--- src/rtl/alu_sequencer_if.sv ---
// Command, register-file and ALU bus between the ALU sequencer (slave side)
// and its environment (master side: command source, register file, ALU).
interface alu_sequencer_if;
    logic        start;
    logic [4:0]  op_mode;
    logic [4:0]  op_dst;
    logic [4:0]  op_src;
    logic [7:0]  op_imm;
    logic        op_use_imm;
    logic        busy;
    logic        done;

    logic [4:0]  rf_addr;
    logic [7:0]  rf_rdata;
    logic        rf_we;
    logic [4:0]  rf_waddr;
    logic [7:0]  rf_wdata;

    logic [4:0]  alu_mode;
    logic [7:0]  alu_d;
    logic [7:0]  alu_r;
    logic [7:0]  alu_s;
    logic [15:0] alu_op1w;
    logic [7:0]  alu_R;
    logic [7:0]  alu_S;
    logic [15:0] alu_resw;
    logic [7:0]  sreg;

    modport master (
        output start, op_mode, op_dst, op_src, op_imm, op_use_imm,
        output rf_rdata, alu_R, alu_S, alu_resw,
        input  busy, done, rf_addr, rf_we, rf_waddr, rf_wdata,
        input  alu_mode, alu_d, alu_r, alu_s, alu_op1w, sreg
    );

    modport slave (
        input  start, op_mode, op_dst, op_src, op_imm, op_use_imm,
        input  rf_rdata, alu_R, alu_S, alu_resw,
        output busy, done, rf_addr, rf_we, rf_waddr, rf_wdata,
        output alu_mode, alu_d, alu_r, alu_s, alu_op1w, sreg
    );
endinterface

--- src/rtl/alu_sequencer.sv ---
// Multi-cycle sequencer: fetches operands from an 8-bit register file, drives
// an external combinational ALU, then writes back one or two result bytes.
module alu_sequencer (
    input  logic            clock,
    input  logic            reset,
    alu_sequencer_if.slave  bus
);

    typedef enum logic [2:0] {
        IDLE, RD_D, RD_S, RD_H, CAP, EXEC, WR_LO, WR_HI
    } state_t;

    typedef enum logic [2:0] {
        C_LDI, C_R2W, C_CMP, C_ONE, C_SRG, C_WIDE, C_MUL, C_INV
    } op_class_t;

    function automatic op_class_t decode(input logic [4:0] m);
        op_class_t c;
        c = C_INV;
        case (m)
            5'd0:                                  c = C_LDI;
            5'd2, 5'd3, 5'd6, 5'd7, 5'd8, 5'd9,
            5'd10:                                 c = C_R2W;
            5'd1, 5'd5:                            c = C_CMP;
            5'd12, 5'd13, 5'd14, 5'd15, 5'd16,
            5'd17, 5'd18, 5'd19, 5'd22:            c = C_ONE;
            5'd11:                                 c = C_SRG;
            5'd20, 5'd21:                          c = C_WIDE;
            5'd23, 5'd24, 5'd25:                   c = C_MUL;
            default:                               c = C_INV;
        endcase
        return c;
    endfunction

    state_t     state;
    op_class_t  cls;
    logic [4:0] mode_q;
    logic [4:0] dst_q;
    logic [4:0] src_q;
    logic [7:0] imm_q;
    logic       use_imm_q;
    logic [7:0] res_hi;

    logic        busy_q;
    logic        done_q;
    logic [4:0]  rf_addr_q;
    logic        rf_we_q;
    logic [4:0]  rf_waddr_q;
    logic [7:0]  rf_wdata_q;
    logic [4:0]  alu_mode_q;
    logic [7:0]  alu_d_q;
    logic [7:0]  alu_r_q;
    logic [15:0] alu_op1w_q;
    logic [7:0]  sreg_q;

    op_class_t start_cls;
    logic      start_exec_only;
    logic      reads_src;
    logic      no_write;
    logic      two_writes;

    assign start_cls       = decode(bus.op_mode);
    // Operations with no register operand skip the read states entirely.
    assign start_exec_only = (start_cls == C_LDI) || (start_cls == C_INV) ||
                             ((start_cls == C_SRG) && bus.op_use_imm);

    assign reads_src  = (cls == C_MUL) ||
                        (!use_imm_q && ((cls == C_R2W) || (cls == C_CMP) || (cls == C_SRG)));
    assign no_write   = (cls == C_CMP) || (cls == C_SRG) || (cls == C_INV);
    assign two_writes = (cls == C_WIDE) || (cls == C_MUL);

    // NOTE: every register below is assigned with <= so each branch sees the
    // pre-edge values of all others, regardless of statement order.
    always_ff @(posedge clock) begin
        if (reset) begin
            state      <= IDLE;
            cls        <= C_LDI;
            mode_q     <= '0;
            dst_q      <= '0;
            src_q      <= '0;
            imm_q      <= '0;
            use_imm_q  <= 1'b0;
            res_hi     <= '0;
            busy_q     <= 1'b0;
            done_q     <= 1'b0;
            rf_addr_q  <= '0;
            rf_we_q    <= 1'b0;
            rf_waddr_q <= '0;
            rf_wdata_q <= '0;
            alu_mode_q <= '0;
            alu_d_q    <= '0;
            alu_r_q    <= '0;
            alu_op1w_q <= '0;
            sreg_q     <= '0;
        end else begin
            case (state)
                IDLE: begin
                    if (bus.start) begin
                        cls       <= start_cls;
                        mode_q    <= bus.op_mode;
                        dst_q     <= bus.op_dst;
                        src_q     <= bus.op_src;
                        imm_q     <= bus.op_imm;
                        use_imm_q <= bus.op_use_imm;
                        busy_q    <= 1'b1;
                        if (start_exec_only) begin
                            state      <= EXEC;
                            alu_mode_q <= bus.op_mode;
                            alu_d_q    <= 8'h00;
                            alu_r_q    <= bus.op_imm;
                            done_q     <= (start_cls != C_LDI);
                        end else begin
                            state     <= RD_D;
                            rf_addr_q <= bus.op_dst;
                        end
                    end
                end

                RD_D: begin
                    if (cls == C_WIDE) begin
                        state     <= RD_H;
                        rf_addr_q <= dst_q + 5'd1;
                    end else if (reads_src) begin
                        state     <= RD_S;
                        rf_addr_q <= src_q;
                    end else begin
                        state <= CAP;
                    end
                end

                RD_S: begin
                    alu_d_q <= bus.rf_rdata;
                    state   <= CAP;
                end

                RD_H: begin
                    alu_d_q          <= bus.rf_rdata;
                    alu_op1w_q[7:0]  <= bus.rf_rdata;
                    state            <= CAP;
                end

                CAP: begin
                    // rf_rdata now holds the last address issued: Rd+1, Rr or Rd.
                    if (cls == C_WIDE) begin
                        alu_op1w_q[15:8] <= bus.rf_rdata;
                        alu_r_q          <= imm_q;
                    end else if (reads_src) begin
                        alu_r_q <= bus.rf_rdata;
                    end else begin
                        alu_d_q <= bus.rf_rdata;
                        alu_r_q <= imm_q;
                    end
                    alu_mode_q <= mode_q;
                    done_q     <= no_write;
                    state      <= EXEC;
                end

                EXEC: begin
                    if (cls != C_INV) begin
                        sreg_q <= bus.alu_S;
                    end
                    res_hi <= bus.alu_resw[15:8];
                    if (no_write) begin
                        state  <= IDLE;
                        busy_q <= 1'b0;
                        done_q <= 1'b0;
                    end else begin
                        state      <= WR_LO;
                        rf_we_q    <= 1'b1;
                        rf_waddr_q <= (cls == C_MUL) ? 5'd0 : dst_q;
                        rf_wdata_q <= two_writes ? bus.alu_resw[7:0] : bus.alu_R;
                        done_q     <= !two_writes;
                    end
                end

                WR_LO: begin
                    if (two_writes) begin
                        state      <= WR_HI;
                        rf_waddr_q <= (cls == C_MUL) ? 5'd1 : dst_q + 5'd1;
                        rf_wdata_q <= res_hi;
                        done_q     <= 1'b1;
                    end else begin
                        state   <= IDLE;
                        rf_we_q <= 1'b0;
                        done_q  <= 1'b0;
                        busy_q  <= 1'b0;
                    end
                end

                WR_HI: begin
                    state   <= IDLE;
                    rf_we_q <= 1'b0;
                    done_q  <= 1'b0;
                    busy_q  <= 1'b0;
                end

                default: begin
                    state <= IDLE;
                end
            endcase
        end
    end

    assign bus.busy     = busy_q;
    assign bus.done     = done_q;
    assign bus.rf_addr  = rf_addr_q;
    assign bus.rf_we    = rf_we_q;
    assign bus.rf_waddr = rf_waddr_q;
    assign bus.rf_wdata = rf_wdata_q;
    assign bus.alu_mode = alu_mode_q;
    assign bus.alu_d    = alu_d_q;
    assign bus.alu_r    = alu_r_q;
    assign bus.alu_op1w = alu_op1w_q;
    assign bus.alu_s    = sreg_q;
    assign bus.sreg     = sreg_q;

endmodule

--- src/flat_wrapper.sv ---
// flat-port wrapper written by rule: the top's interface ports become plain ports
module alu_sequencer_flat 
  (clock, reset, bus_start, bus_op_mode, bus_op_dst, bus_op_src, bus_op_imm, bus_op_use_imm, bus_rf_rdata, bus_alu_R, bus_alu_S, bus_alu_resw, bus_busy, bus_done, bus_rf_addr, bus_rf_we, bus_rf_waddr, bus_rf_wdata, bus_alu_mode, bus_alu_d, bus_alu_r, bus_alu_s, bus_alu_op1w, bus_sreg);
  alu_sequencer_if bus_i ();
  input  logic clock;
  input  logic reset;
  input wire logic [$bits(bus_i.start)-1:0] bus_start;
  input wire logic [$bits(bus_i.op_mode)-1:0] bus_op_mode;
  input wire logic [$bits(bus_i.op_dst)-1:0] bus_op_dst;
  input wire logic [$bits(bus_i.op_src)-1:0] bus_op_src;
  input wire logic [$bits(bus_i.op_imm)-1:0] bus_op_imm;
  input wire logic [$bits(bus_i.op_use_imm)-1:0] bus_op_use_imm;
  input wire logic [$bits(bus_i.rf_rdata)-1:0] bus_rf_rdata;
  input wire logic [$bits(bus_i.alu_R)-1:0] bus_alu_R;
  input wire logic [$bits(bus_i.alu_S)-1:0] bus_alu_S;
  input wire logic [$bits(bus_i.alu_resw)-1:0] bus_alu_resw;
  output wire logic [$bits(bus_i.busy)-1:0] bus_busy;
  output wire logic [$bits(bus_i.done)-1:0] bus_done;
  output wire logic [$bits(bus_i.rf_addr)-1:0] bus_rf_addr;
  output wire logic [$bits(bus_i.rf_we)-1:0] bus_rf_we;
  output wire logic [$bits(bus_i.rf_waddr)-1:0] bus_rf_waddr;
  output wire logic [$bits(bus_i.rf_wdata)-1:0] bus_rf_wdata;
  output wire logic [$bits(bus_i.alu_mode)-1:0] bus_alu_mode;
  output wire logic [$bits(bus_i.alu_d)-1:0] bus_alu_d;
  output wire logic [$bits(bus_i.alu_r)-1:0] bus_alu_r;
  output wire logic [$bits(bus_i.alu_s)-1:0] bus_alu_s;
  output wire logic [$bits(bus_i.alu_op1w)-1:0] bus_alu_op1w;
  output wire logic [$bits(bus_i.sreg)-1:0] bus_sreg;
  assign bus_i.start = bus_start;
  assign bus_i.op_mode = bus_op_mode;
  assign bus_i.op_dst = bus_op_dst;
  assign bus_i.op_src = bus_op_src;
  assign bus_i.op_imm = bus_op_imm;
  assign bus_i.op_use_imm = bus_op_use_imm;
  assign bus_i.rf_rdata = bus_rf_rdata;
  assign bus_i.alu_R = bus_alu_R;
  assign bus_i.alu_S = bus_alu_S;
  assign bus_i.alu_resw = bus_alu_resw;
  assign bus_busy = bus_i.busy;
  assign bus_done = bus_i.done;
  assign bus_rf_addr = bus_i.rf_addr;
  assign bus_rf_we = bus_i.rf_we;
  assign bus_rf_waddr = bus_i.rf_waddr;
  assign bus_rf_wdata = bus_i.rf_wdata;
  assign bus_alu_mode = bus_i.alu_mode;
  assign bus_alu_d = bus_i.alu_d;
  assign bus_alu_r = bus_i.alu_r;
  assign bus_alu_s = bus_i.alu_s;
  assign bus_alu_op1w = bus_i.alu_op1w;
  assign bus_sreg = bus_i.sreg;
  alu_sequencer u_core (.clock(clock), .reset(reset), .bus(bus_i));
endmodule
--- config.mk ---
export PLATFORM = sky130hd
export DESIGN_NAME = alu_sequencer_flat
export DESIGN_NICKNAME = d
export VERILOG_FILES = /design/src/rtl/alu_sequencer_if.sv /design/src/rtl/alu_sequencer.sv /design/src/flat_wrapper.sv
export SDC_FILE = /design/constraint.sdc
export NUM_CORES = 1
export LEC_CHECK = 0
export BUFFER_PORTS_ARGS = -buffer_cell sky130_fd_sc_hd__buf_4
export CORE_ASPECT_RATIO = 0.5
export CORE_MARGIN = 2
export CORE_UTILIZATION = 50
export CTS_CLUSTER_DIAMETER = 60
export DETAILED_ROUTE_END_ITERATION = 7
export HOLD_SLACK_MARGIN = 0.1
export PLACE_DENSITY = 0.83
export RECOVER_POWER = 50
export SYNTH_ARGS = -nofsm -noshare
export SYNTH_HDL_FRONTEND = slang
export SYNTH_SLANG_ARGS = --single-unit
--- constraint.sdc ---
create_clock -name clock -period 2.9 [get_ports clock]
set_input_delay 0.725 -clock clock [delete_from_list [all_inputs] [get_ports clock]]
set_output_delay 0.725 -clock clock [all_outputs]
set_load 0.03 [all_outputs]
==> key figures, run 1 <==
Timing
  – Final Hold Fails: 0
  – Relative slew slack: between 40% and 50%
  – Worst hold slack: 0.454 ns
  – Slew @ Worst Pin: roughly 0.86 ns
  – Fmax: roughly 0.43 GHz
  – Crit path time final: between 2 and 2.5 ns
  – Setup violators final: 0
  – Post-route clock period utilization: 81.0%
  – RSZ-0062 raised after global routing: false
  – Slew Viols, Final: 0
  – Total negative slack: 0 ns
  – Fin Clk Skew: 0.00744 ns

Synth
  – Share of Yosys cell area claimed by the top area cell type: 42.7%
  – Post-synth cell types: 58
  – Top_reg_cell synth: dfxtp_1
  – Synth area leader: dfxtp_1
  – Synth warnings: 0
  – Cells after Synth: between 500 and 600
  – Post-synth EDFFs: 0
  – Synthesis-stage register bit count: between 100 and 150
  – Synthesized net count: roughly 630
  – FFs w/ async S/R, synth: 0%
  – Syn_area_per_cell: 8.62 µm²
  – Area contributors post-synth: dfxtp_1, mux2i_1, nand2_1, a21oi_1, nor2_1
  – Cell Area, Synth: a little under 5000 µm²
  – Seq/Total Area, Yosys: 42.7%

Worst setup path
  – Worst EP required: about 3.1 ns
  – Crit path buf inv count: 1
  – CP top delay family: flip-flops
  – Critical path depth: 5
  – Slowest stage delay, CP: between 0.7 and 0.8 ns
  – Crit path max-delay cell type: dfxtp_1
  – Worst Path Arrival: approximately 2.6 ns
  – CP cell instances: and3_1, clkbuf_1, nand2_2, mux2i_1, nor2_1
  – FF-to-FF path depth: 5
  – Crit start category: register
  – CP Capture Type: register
  – Setup CP Type: register to register
  – Worst-path fanout max: 18

Clocking
  – Clock slew at reported path FFs: 0.07 ns
  – CTS sink cnt: 104
  – Clk_lat worst skew: 0.35 ns
  – Postcts setup bufs: 0
  – CTS tree: yes
  – CTS max path bufs: 2
  – Hold-fix buffers, CTS: 0
  – Post-cts resize count: 0
  – H-tree depth: 3
  – Cts bufs inserted: 9
  – CTS Root Buffer Type: clkbuf_16

Final layout
  – Non-Filler Instances: roughly 820
  – Nets: between 700 and 800
  – Commonest non-fill, non-tap cell in the layout: nand2_1
  – Register area: between 2000 and 2500 µm²
  – N_diodes: 0
  – Fill cell count: 898
  – Synth-to-Final Area Change: 20.7%
  – Layout cells sized above 1: 16.4%
  – Most frequent cells in the layout: nand2_1, dfxtp_1, clkbuf_1, buf_4, a21oi_1
  – Multi-input logic area: approximately 2500 µm²

Worst hold path
  – Hold depth: 2
  – Hold crit path type: register to register

Floorplan
  – Initial Util: approximately half
  – Die area: about 11000 µm²
  – Num ports: about 140
  – Die X-Extent: 144 µm
  – Placeable Area: approximately 9500 µm²
  – Row cnt: 25
  – Die Ht: ~74 µm

Drt
  – DRC errors left: 0
  – DR WL/cell: between 10 and 15 µm
  – Via density: around 5.3
  – Via count: between 4000 and 5000
  – Drt initial violations: 246
  – DR pass1 iterations: 4
  – Total routed wirelength: 12000 µm
  – Routed Antenna Nets: 0

Global routing
  – Initial antenna violation count: 0
  – Vias in the first global route: roughly 3900
  – Total gr overflow: 0
  – First-pass GRT wire length: ~19000 µm
  – Largest net degree at the start of global routing: between 80 and 90
  – GRT Total Usage: approximately 22%

Placement
  – PortBufs: 140
  – HPWL Detailed: about 8600 µm
  – Last weighted congestion value of the routability-driven placer: roughly 0.82
  – Placed Cells: between 800 and 900

Power and ir drop
  – Maximum vdd drop: 473 µV
  – Lkg Pwr: 2.36 nW
  – PwrDens: between 800 and 900 nW/µm²

Job
  – Max cap viols: 0

Run status
  – Status: completed
## worst paths after layout
| kind | start | to | slack, ns |
|---|---|---|---|
| max reg2reg | u_core.state[2] | u_core.bus.alu_s[0] | 0.55 |
| min reg2reg | u_core.bus.rf_waddr[3] | u_core.bus.rf_waddr[3] | 0.45 |
| min | u_core.bus.rf_waddr[3] | u_core.bus.rf_waddr[3] | 0.45 |
| max | u_core.state[2] | u_core.bus.alu_s[0] | 0.55 |
## layout make-up
class,count,area share (%)
multi-input combinational,403,41.9
sequential,104,35.4
inverter,8,0.510
clock inverter,6,0.977
clock buffer,10,4.06
tap,135,2.87
timing repair buffer,151,14.3
## registers in the layout, indices dropped and copies added (netlist names), 3 cells and up
register and count:
u_core.bus.alu_d 8, u_core.bus.alu_mode 5, u_core.bus.alu_op1w 16, u_core.bus.alu_r 8, u_core.bus.alu_s 8, u_core.bus.rf_addr 5
u_core.bus.rf_waddr 5, u_core.bus.rf_wdata 8, u_core.cls 3, u_core.dst_q 5, u_core.imm_q 8, u_core.mode_q 5
u_core.res_hi 8, u_core.src_q 5, u_core.state 3
## report_power, final
group	total (W)	internal, W	switching (W)
Clock	0.00119	0.000629	0.000565
Sequential	0.00196	0.00170	0.000257
Combinational	0.00200	0.000718	0.00128
## synthesized netlist by cell type (all sizes together), types with 2 or more instances
| library cell | n |
|---|---|
| or2 | 4 |
| nand3 | 27 |
| mux2 | 2 |
| xnor2 | 4 |
| a221oi | 2 |
| o221ai | 2 |
| dfxtp | 104 |
| nor2b | 5 |
| a22o | 8 |
| nand3b | 2 |
| inv | 8 |
| a21oi | 60 |
| a211oi | 11 |
| a211o | 2 |
| o21ai | 9 |
| a221o | 8 |
| nor2 | 57 |
| clkbuf | 13 |
| a311oi | 2 |
| nor3 | 4 |
| xor2 | 7 |
| nand2 | 109 |
| nand2b | 5 |
| buf | 38 |
| mux2i | 41 |
| nor4 | 3 |
| a311o | 8 |
| a31oi | 3 |
| a21o | 2 |
## worst register-to-register path, delay by kind of cell, from the launching register on
family | cells | cell delay (ns)
DFF | 1 | 0.76
muxes | 1 | 0.25
and+or+nand+nor | 3 | 0.65
buffers and inverters | 1 | 0.55
## through the flow
step | total power, W | util (%) | instance area (µm²) | worst slack (ns)
floorplan | 0.00357 | - | 4880 | 0.894
global placement | 0.00409 | 62.1 | 5880 | 0.404
detailed placement | 0.00413 | 62.1 | 5880 | 0.322
CTS | 0.00533 | 65.2 | 6180 | 0.695
global route | 0.00546 | 62.1 | 5890 | 0.412
finish | 0.00515 | 62.1 | 5890 | 0.552
## metal layers
metal	part of all wire, %	routed length (µm)	up-vias	global-route usage [%]
li1	-	-	2186	-
met1	46	5510	2008	29.8
met2	46	5520	146	36.3
met3	7.1	852	14	5.67
met4	1.3	157	0	7.30
met5	0	0	-	0
## cell families after synthesis
family / after synthesis / synth area share [%]
xor+xnor: 11 / 1.97
flops: 104 / 42.7
simple gates: 222 / 20.7
buf+inv: 59 / 6.87
fa+ha+maj: 1 / 0.256
compound gates: 126 / 18.6
mux: 43 / 8.95
Power figures use the tool's default switching activity.
==> inputs of run 2 (changes only) <==
--- a/config.mk
+++ b/config.mk
@@ -5,6 +5,7 @@
 export SDC_FILE = /design/constraint.sdc
 export NUM_CORES = 1
 export LEC_CHECK = 0
+export ABC_AREA = 1
 export BUFFER_PORTS_ARGS = -buffer_cell sky130_fd_sc_hd__buf_4
 export CORE_ASPECT_RATIO = 0.5
 export CORE_MARGIN = 2
@@ -12,7 +13,7 @@
 export CTS_CLUSTER_DIAMETER = 60
 export DETAILED_ROUTE_END_ITERATION = 7
 export HOLD_SLACK_MARGIN = 0.1
-export PLACE_DENSITY = 0.83
+export PLACE_DENSITY = 0.84
 export RECOVER_POWER = 50
 export SYNTH_ARGS = -nofsm -noshare
 export SYNTH_HDL_FRONTEND = slang
==> constraint.sdc (replaced) <==
create_clock -name clock -period 2.22 [get_ports clock]
set_input_delay 0.555 -clock clock [delete_from_list [all_inputs] [get_ports clock]]
set_output_delay 0.555 -clock clock [all_outputs]
set_load 0.03 [all_outputs]
==> run 2 against run 1 <==
Net effect:
- critical path depth rose by 5
- setup slack got worse by 0.26 ns
- combinational power rose by 15%
- sequential cell count did not move
- synthesized cell count rose by 19%
- count of clock-buffer cells in the layout rose by 1
- global-route usage rose by 1.1 points
- clock skew rose by 0.0010 ns
- final cell count rose by 13%
- utilization rose by 0.33 points
- critical endpoint is now u_core.bus.rf_addr[4]
- highest routed layer unchanged
==> key figures, run 2 <==
Run status
  – Status: completed (unchanged)

Power and ir drop
  – PwrDens: 1060 nW/µm² (was 874 nW/µm²)
  – Lkg Pwr: 2.61 nW (was 2.36 nW)
  – Maximum vdd drop: 430 µV (was 473 µV)
  – Final Total Pwr: 0.00622 W (was 0.00515 W)

Worst setup path
  – Worst Path Arrival: 2.18 ns (was 2.55 ns)
  – Worst EP required: 2.47 ns (was 3.10 ns)
  – CP Capture Type: register (unchanged)
  – Worst-path fanout max: 12 (was 18)
  – Setup CP Type: register to register (unchanged)
  – Crit start category: register (unchanged)

Final layout
  – Finished Core Util: 62.5% (was 62.1%)
  – Final instance area: 5860 µm² (was 5890 µm²)
  – Max FFs per register: 16 (unchanged)
  – Layout cells sized above 1: 14.8% (was 16.4%)
  – Nets: 862 (was 745)
  – Most frequent cells in the layout: nand2_1, dfxtp_1, o21ai_0, a21oi_1, clkbuf_1 (was nand2_1, dfxtp_1, clkbuf_1, buf_4, a21oi_1)
  – Fill cell count: 905 (was 898)
  – Synth-to-Final Area Change: 22.2% (was 20.7%)
  – N_diodes: 0 (unchanged)
  – Commonest non-fill, non-tap cell in the layout: nand2_1 (unchanged)

Clocking
  – Postcts setup bufs: 0 (unchanged)
  – Hold-fix buffers, CTS: 0 (unchanged)
  – H-tree depth: 3 (unchanged)
  – CTS Root Buffer Type: clkbuf_16 (unchanged)
  – Clk_lat worst skew: 0.35 ns (about the same)
  – CTS tree: yes (unchanged)
  – Post-cts resize count: 0 (unchanged)
  – CTS sink cnt: 104 (unchanged)
  – Clock slew at reported path FFs: 0.07 ns (about the same)
  – CTS max path bufs: 2 (unchanged)
  – Cts bufs inserted: 9 (unchanged)

Global routing
  – Total gr overflow: 0 (unchanged)
  – First-pass GRT wire length: 19600 µm (was 18600 µm)
  – Vias in the first global route: 4248 (was 3866)
  – GRT Total Usage: 23.5% (was 22.4%)
  – Initial antenna violation count: 0 (unchanged)
  – Largest net degree at the start of global routing: 79 (was 83)

Timing
  – Slew Viols, Final: 0 (unchanged)
  – Slew @ Worst Pin: 0.616 ns (was 0.859 ns)
  – Fmax: 0.519 GHz (was 0.426 GHz)
  – Post-route clock period utilization: 86.7% (was 81.0%)
  – RSZ-0062 raised after global routing: false (unchanged)
  – Total negative slack: 0 ns (unchanged)
  – Fin Clk Skew: 0.00846 ns (was 0.00744 ns)
  – Final Hold Fails: 0 (unchanged)
  – Setup violators final: 0 (unchanged)
  – Crit path time final: 1.93 ns (was 2.35 ns)
  – Relative slew slack: 58.9% (was 42.8%)
  – Final worst slack: 0.295 ns (was 0.552 ns)

Synth
  – Post-synth cell types: 33 (was 58)
  – Synthesized net count: 742 (was 634)
  – Syn_area_per_cell: 7.12 µm² (was 8.62 µm²)
  – Synth warnings: 0 (unchanged)
  – Synthesis-stage register bit count: 104 (unchanged)
  – Share of Yosys cell area claimed by the top area cell type: 43.4% (was 42.7%)
  – Cells after Synth: 674 (was 566)
  – Count leader, synth: nand2_1 (unchanged)
  – Area contributors post-synth: dfxtp_1, nand2_1, a21oi_1, o21ai_0, nor2_1 (was dfxtp_1, mux2i_1, nand2_1, a21oi_1, nor2_1)
  – FFs w/ async S/R, synth: 0% (unchanged)
  – Top_reg_cell synth: dfxtp_1 (unchanged)
  – Synth area leader: dfxtp_1 (unchanged)
  – Post-synth EDFFs: 0 (unchanged)
  – Post-synth top cells: nand2_1, dfxtp_1, a21oi_1, o21ai_0, nor2_1 (was nand2_1, dfxtp_1, a21oi_1)
  – Seq/Total Area, Yosys: 43.4% (was 42.7%)
  – Cell Area, Synth: 4800 µm² (was 4880 µm²)

Drt
  – Via count: 4846 (was 4354)
  – Total routed wirelength: 12500 µm (was 12000 µm)
  – Routed Antenna Nets: 0 (unchanged)
  – DR WL/cell: 13.6 µm (was 14.7 µm)
  – DRC errors left: 0 (unchanged)
  – DR pass1 iterations: 5 (was 4)
  – Via density: 5.27 (was 5.33)
  – Drt initial violations: 391 (was 246)

Floorplan
  – Placeable Area: 9380 µm² (was 9480 µm²)
  – Die area: 10400 µm² (was 10600 µm²)
  – Die Ht: 73.3 µm (was 73.8 µm)
  – Initial Util: 51.1% (was 51.5%)
  – Num ports: 141 (unchanged)
  – Die X-Extent: 143 µm (was 144 µm)
  – Row cnt: 25 (unchanged)

Worst hold path
  – Hold crit path type: primary input to register (was register to register)

Placement
  – Cell Area, Placed: 5860 µm² (was 5880 µm²)
  – PortBufs: 140 (unchanged)
  – HPWL Detailed: 8900 µm (was 8550 µm)
  – Post-Place Worst Slack: 0.106 ns (was 0.322 ns)
  – Last weighted congestion value of the routability-driven placer: 0.855 (was 0.823)

Job
  – Max cap viols: 0 (unchanged)
[run 2: cell count changes after synthesis, moves of 9 or more]
cell / delta
inv_1: +37
mux2i_1: -41
inv_2: +11
nor2_1: +18
o21ai_1: +10
a21oi_1: +28
a211oi_1: -9
nand2_1: +14
nand3_1: +15
o21ai_0: +82
[run 2: power by group]
| group | internal [W] | total, W | switching (W) | leakage (nW) |
|---|---|---|---|---|
| clock | 0.000800 | 0.00152 | 0.000718 | 0.137 |
| combinational | 0.000679 | 0.00230 | 0.00162 | 1.62 |
| sequential | 0.00221 | 0.00240 | 0.000197 | 0.851 |
[run 2: cell families (layout without fill, tap and decap cells)]
group / after synthesis / after routing / share of synthesized area (%)
flops: 104 / 104 / 43.4
buf+inv: 98 / 223 / 9.13
simple gates: 264 / 264 / 24.2
fa+ha+maj: 1 / 1 / 0.261
compound gates: 202 / 202 / 22.1
xor+xnor: 5 / 5 / 0.913
[run 2: critical path, cell delays in order (launching register included)]
cell,delay [ns]
dfxtp_1,0.41
inv_1,0.12
nor2_4,0.26
inv_2,0.08
nor2_4,0.26
nand3_1,0.17
o21a_1,0.25
nand2_1,0.13
nand2_1,0.06
nand2_1,0.06
nor2_1,0.04
[run 2: cell type report]
cell class,count,area [µm²],area share [%]
Clock inverter,5,38.8,0.662
Inverter,57,214,3.65
Timing Repair Buffer,150,857,14.6
Clock buffer,11,243,4.14
Sequential cell,104,2080,35.5
Multi-Input combinational cell,472,2280,38.8
Tap cell,121,151,2.58
[run 2: per-layer routing]
layer	vias up	routed length [µm]	global-route usage, %
met5	-	0	0
met4	0	173	6.38
met3	20	904	6.98
met2	169	5670	38.5
met1	2192	5750	30.9
li1	2465	-	-
[run 2: path summary, 6_finish.rpt]
check	end	cells past startpoint	start	slack [ns]
setup / recovery	u_core.bus.rf_addr[4]	10	u_core.state[0]	0.29
hold / removal	u_core.bus.alu_s[0]	3	bus_alu_S[0]	0.42
hold reg to reg	u_core.src_q[1]	2	u_core.src_q[1]	0.45
setup reg to reg	u_core.bus.rf_addr[4]	10	u_core.state[0]	0.29
[run 2: stage by stage]
step | hold slack, ns | instances
floorplan | 0.430 | 674
global placement | 0.438 | 904
detailed placement | 0.443 | 904
CTS | 0.419 | 920
global route | 0.417 | 920
finish | 0.420 | 920
==> inputs of run 3 (changes only) <==
==> constraint.sdc (replaced) <==
create_clock -name clock -period 2.01 [get_ports clock]
set_input_delay 0.5025 -clock clock [delete_from_list [all_inputs] [get_ports clock]]
set_output_delay 0.5025 -clock clock [all_outputs]
set_load 0.03 [all_outputs]
==> run 3 against run 2 <==
Net effect:
- global-route usage grew 0.65 points
- register-to-register slack got worse by 0.12 ns
- critical path depth rose by 2
- highest routed layer unchanged
- sequential power up 10%
- non-clock buffer count rose by 5
- sequential share of layout area shrank 0.74 points
- clock skew decreased by 0.00077 ns
- total power increased by 15%
- combinational power increased by 13%
- largest power group unchanged
- critical endpoint is now u_core.bus.alu_d[0]
- setup slack got worse by 0.12 ns
- clock power increased by 24%
- hold slack got worse by 0.040 ns
==> key figures, run 3 (synthesis gave the netlist of run 2 again) <==
Final layout
  – Finished Core Util: 63.8% (was 62.5%)
  – Non-Filler Instances: 924 (was 920)
  – Final instance area: 5990 µm² (was 5860 µm²)
  – Commonest non-fill, non-tap cell in the layout: nand2_1 (unchanged)
  – Most frequent cells in the layout: nand2_1, dfxtp_1, o21ai_0, a21oi_1, buf_4 (was nand2_1, dfxtp_1, o21ai_0, a21oi_1, clkbuf_1)
  – N_diodes: 0 (unchanged)
  – Nets: 867 (was 862)
  – Layout cells sized above 1: 15.6% (was 14.8%)
  – Fill cell count: 899 (was 905)
  – Synth-to-Final Area Change: 24.8% (was 22.2%)
  – Max FFs per register: 16 (unchanged)

Power and ir drop
  – Final Total Pwr: 0.00715 W (was 0.00622 W)
  – PwrDens: 1190 nW/µm² (was 1060 nW/µm²)
  – Maximum vdd drop: 481 µV (was 430 µV)
  – Lkg Pwr: 2.67 nW (was 2.61 nW)

Floorplan
  – Initial Util: 51.1% (unchanged)
  – Placeable Area: 9380 µm² (unchanged)
  – Num ports: 141 (unchanged)
  – Row cnt: 25 (unchanged)
  – Die Ht: 73.3 µm (unchanged)
  – Die area: 10400 µm² (unchanged)
  – Die X-Extent: 143 µm (unchanged)

Drt
  – Routed Antenna Nets: 0 (unchanged)
  – DRC errors left: 0 (unchanged)
  – DR pass1 iterations: 5 (unchanged)
  – Via count: 4888 (was 4846)
  – DR WL/cell: 13.8 µm (was 13.6 µm)
  – Via density: 5.29 (was 5.27)
  – Drt initial violations: 288 (was 391)
  – Total routed wirelength: 12700 µm (was 12500 µm)

Placement
  – Last weighted congestion value of the routability-driven placer: 0.812 (was 0.855)
  – PortBufs: 140 (unchanged)
  – HPWL Detailed: 9110 µm (was 8900 µm)
  – Cell Area, Placed: 5940 µm² (was 5860 µm²)
  – Post-Place Worst Slack: -0.0374 ns (was 0.106 ns)
  – Placed Cells: 909 (was 904)

Worst setup path
  – Crit path max-delay cell type: dfxtp_1 (unchanged)
  – Worst reg2reg startpoint: u_core.state[0] (unchanged)
  – CP cell instances: nor2_2, inv_2, nor2_2, inv_2, nor2_1, inv_1, o21ai_1, a21oi_2, nand2_2, inv_2, nor2_1, nor2_1 (was inv_1, nor2_4, inv_2, nor2_4, nand3_1, o21a_1, nand2_1, nand2_1, nand2_1, nor2_1)
  – Worst EP required: 2.25 ns (was 2.47 ns)
  – Setup CP Type: register to register (unchanged)
  – R2r setup slk: 0.17 ns (was 0.29 ns)
  – R2R Path End: u_core.bus.alu_d[0] (was u_core.bus.rf_addr[4])
  – CP top delay family: simple AND/OR/NAND/NOR gates (unchanged)
  – Slowest stage delay, CP: 0.35 ns (was 0.41 ns)
  – Crit path launch: u_core.state[0] (unchanged)
  – CP Capture Type: register (unchanged)
  – Worst Path Arrival: 2.08 ns (was 2.18 ns)
  – Crit start category: register (unchanged)
  – CP Capture Point: u_core.bus.alu_d[0] (was u_core.bus.rf_addr[4])
  – Crit path buf inv count: 4 (was 2)
  – Worst-path fanout max: 9 (was 12)
  – FF-to-FF path depth: 12 (was 10)
  – Critical path depth: 12 (was 10)

Global routing
  – GRT Total Usage: 24.2% (was 23.5%)
  – Initial antenna violation count: 0 (unchanged)
  – Vias in the first global route: 4357 (was 4248)
  – Largest net degree at the start of global routing: 46 (was 79)
  – First-pass GRT wire length: 20200 µm (was 19600 µm)
  – Total gr overflow: 0 (unchanged)

Clocking
  – CTS tree: yes (unchanged)
  – Post-cts resize count: 0 (unchanged)
  – H-tree depth: 3 (unchanged)
  – CTS max path bufs: 2 (unchanged)
  – Hold-fix buffers, CTS: 0 (unchanged)
  – Clock slew at reported path FFs: 0.07 ns (about the same)
  – CTS Root Buffer Type: clkbuf_16 (unchanged)
  – Postcts setup bufs: 0 (unchanged)
  – CTS sink cnt: 104 (unchanged)
  – Cts bufs inserted: 9 (unchanged)
  – Clk_lat worst skew: 0.34 ns (was 0.35 ns)

Timing
  – Slew Viols, Final: 0 (unchanged)
  – Final worst slack: 0.173 ns (was 0.295 ns)
  – Crit path time final: 1.84 ns (was 1.93 ns)
  – Setup violators final: 0 (unchanged)
  – Fmax: 0.544 GHz (was 0.519 GHz)
  – RSZ-0062 raised after global routing: false (unchanged)
  – Final Hold Fails: 0 (unchanged)
  – Relative slew slack: 61.1% (was 58.9%)
  – Fin Clk Skew: 0.00768 ns (was 0.00846 ns)
  – Slew @ Worst Pin: 0.583 ns (was 0.616 ns)
  – Post-route clock period utilization: 91.4% (was 86.7%)

Job
  – Max cap viols: 0 (unchanged)

Run status
  – Status: completed (unchanged)

Worst hold path
  – Hold crit path type: primary input to register (unchanged)
-- run 3: cell count changes in the layout (fill, tap and decap cells not counted) --
cell	delta
nand2_2	+1
nand2_1	-1
clkbuf_1	-1
clkinvlp_4	-1
buf_4	+3
bufinv_16	+2
clkinv_2	-1
buf_12	+3
nand3_2	+1
inv_6	-1
nand3_1	-1
-- run 3: area by class of cell --
| class | instances | area (µm²) | area share (%) |
|---|---|---|---|
| Inverter | 57 | 214 | 3.57 |
| Multi-Input combinational cell | 472 | 2280 | 38.1 |
| Sequential cell | 104 | 2080 | 34.8 |
| Timing Repair Buffer | 155 | 936 | 15.6 |
| Tap cell | 121 | 151 | 2.53 |
| Clock buffer | 11 | 243 | 4.05 |
| Clock inverter | 4 | 77.6 | 1.30 |
-- run 3: layer usage --
layer  GRT usage [%]  share of wire, %  vias to the layer above
li1                -                 -                     2481
met2            40.4                47                      154
met3            6.52               6.7                       25
met1            30.9                45                     2228
met4            8.14               1.5                        0
met5               0                 0                        -
-- run 3: how the worst min path moves through the flow --
stage                               start                  end  slack (ns)  depth (start not counted)
final                        bus_alu_S[7]  u_core.bus.alu_s[7]        0.38                          3
after global routing        bus_op_src[4]      u_core.src_q[4]        0.39                          3
after CTS                    bus_alu_S[7]  u_core.bus.alu_s[7]        0.37                          3
after detailed placement  u_core.imm_q[0]      u_core.imm_q[0]        0.45                          2
after global placement    u_core.imm_q[6]      u_core.imm_q[6]        0.44                          2
after floorplan           u_core.imm_q[0]      u_core.imm_q[0]        0.43                          2
-- run 3: through the flow --
step	hold WS (ns)	TNS [ns]
floorplan	0.430	0
global placement	0.437	0
detailed placement	0.445	-0.0863
CTS	0.371	0
global route	0.388	0
finish	0.381	0
-- run 3: report_power, final --
| group | internal [W] | total (W) | switching [W] |
|---|---|---|---|
| Sequential | 0.00244 | 0.00265 | 0.000216 |
| Combinational | 0.000788 | 0.00260 | 0.00181 |
| Clock | 0.00113 | 0.00189 | 0.000765 |
-- run 3: worst register-to-register path, stage by stage (launching register included) --
cell and delay [ns]:
dfxtp_1 0.35, nor2_2 0.28, inv_2 0.08, nor2_2 0.17, inv_2 0.07, nor2_1 0.16, inv_1 0.08, o21ai_1 0.10
a21oi_2 0.12, nand2_2 0.11, inv_2 0.07, nor2_1 0.10, nor2_1 0.05
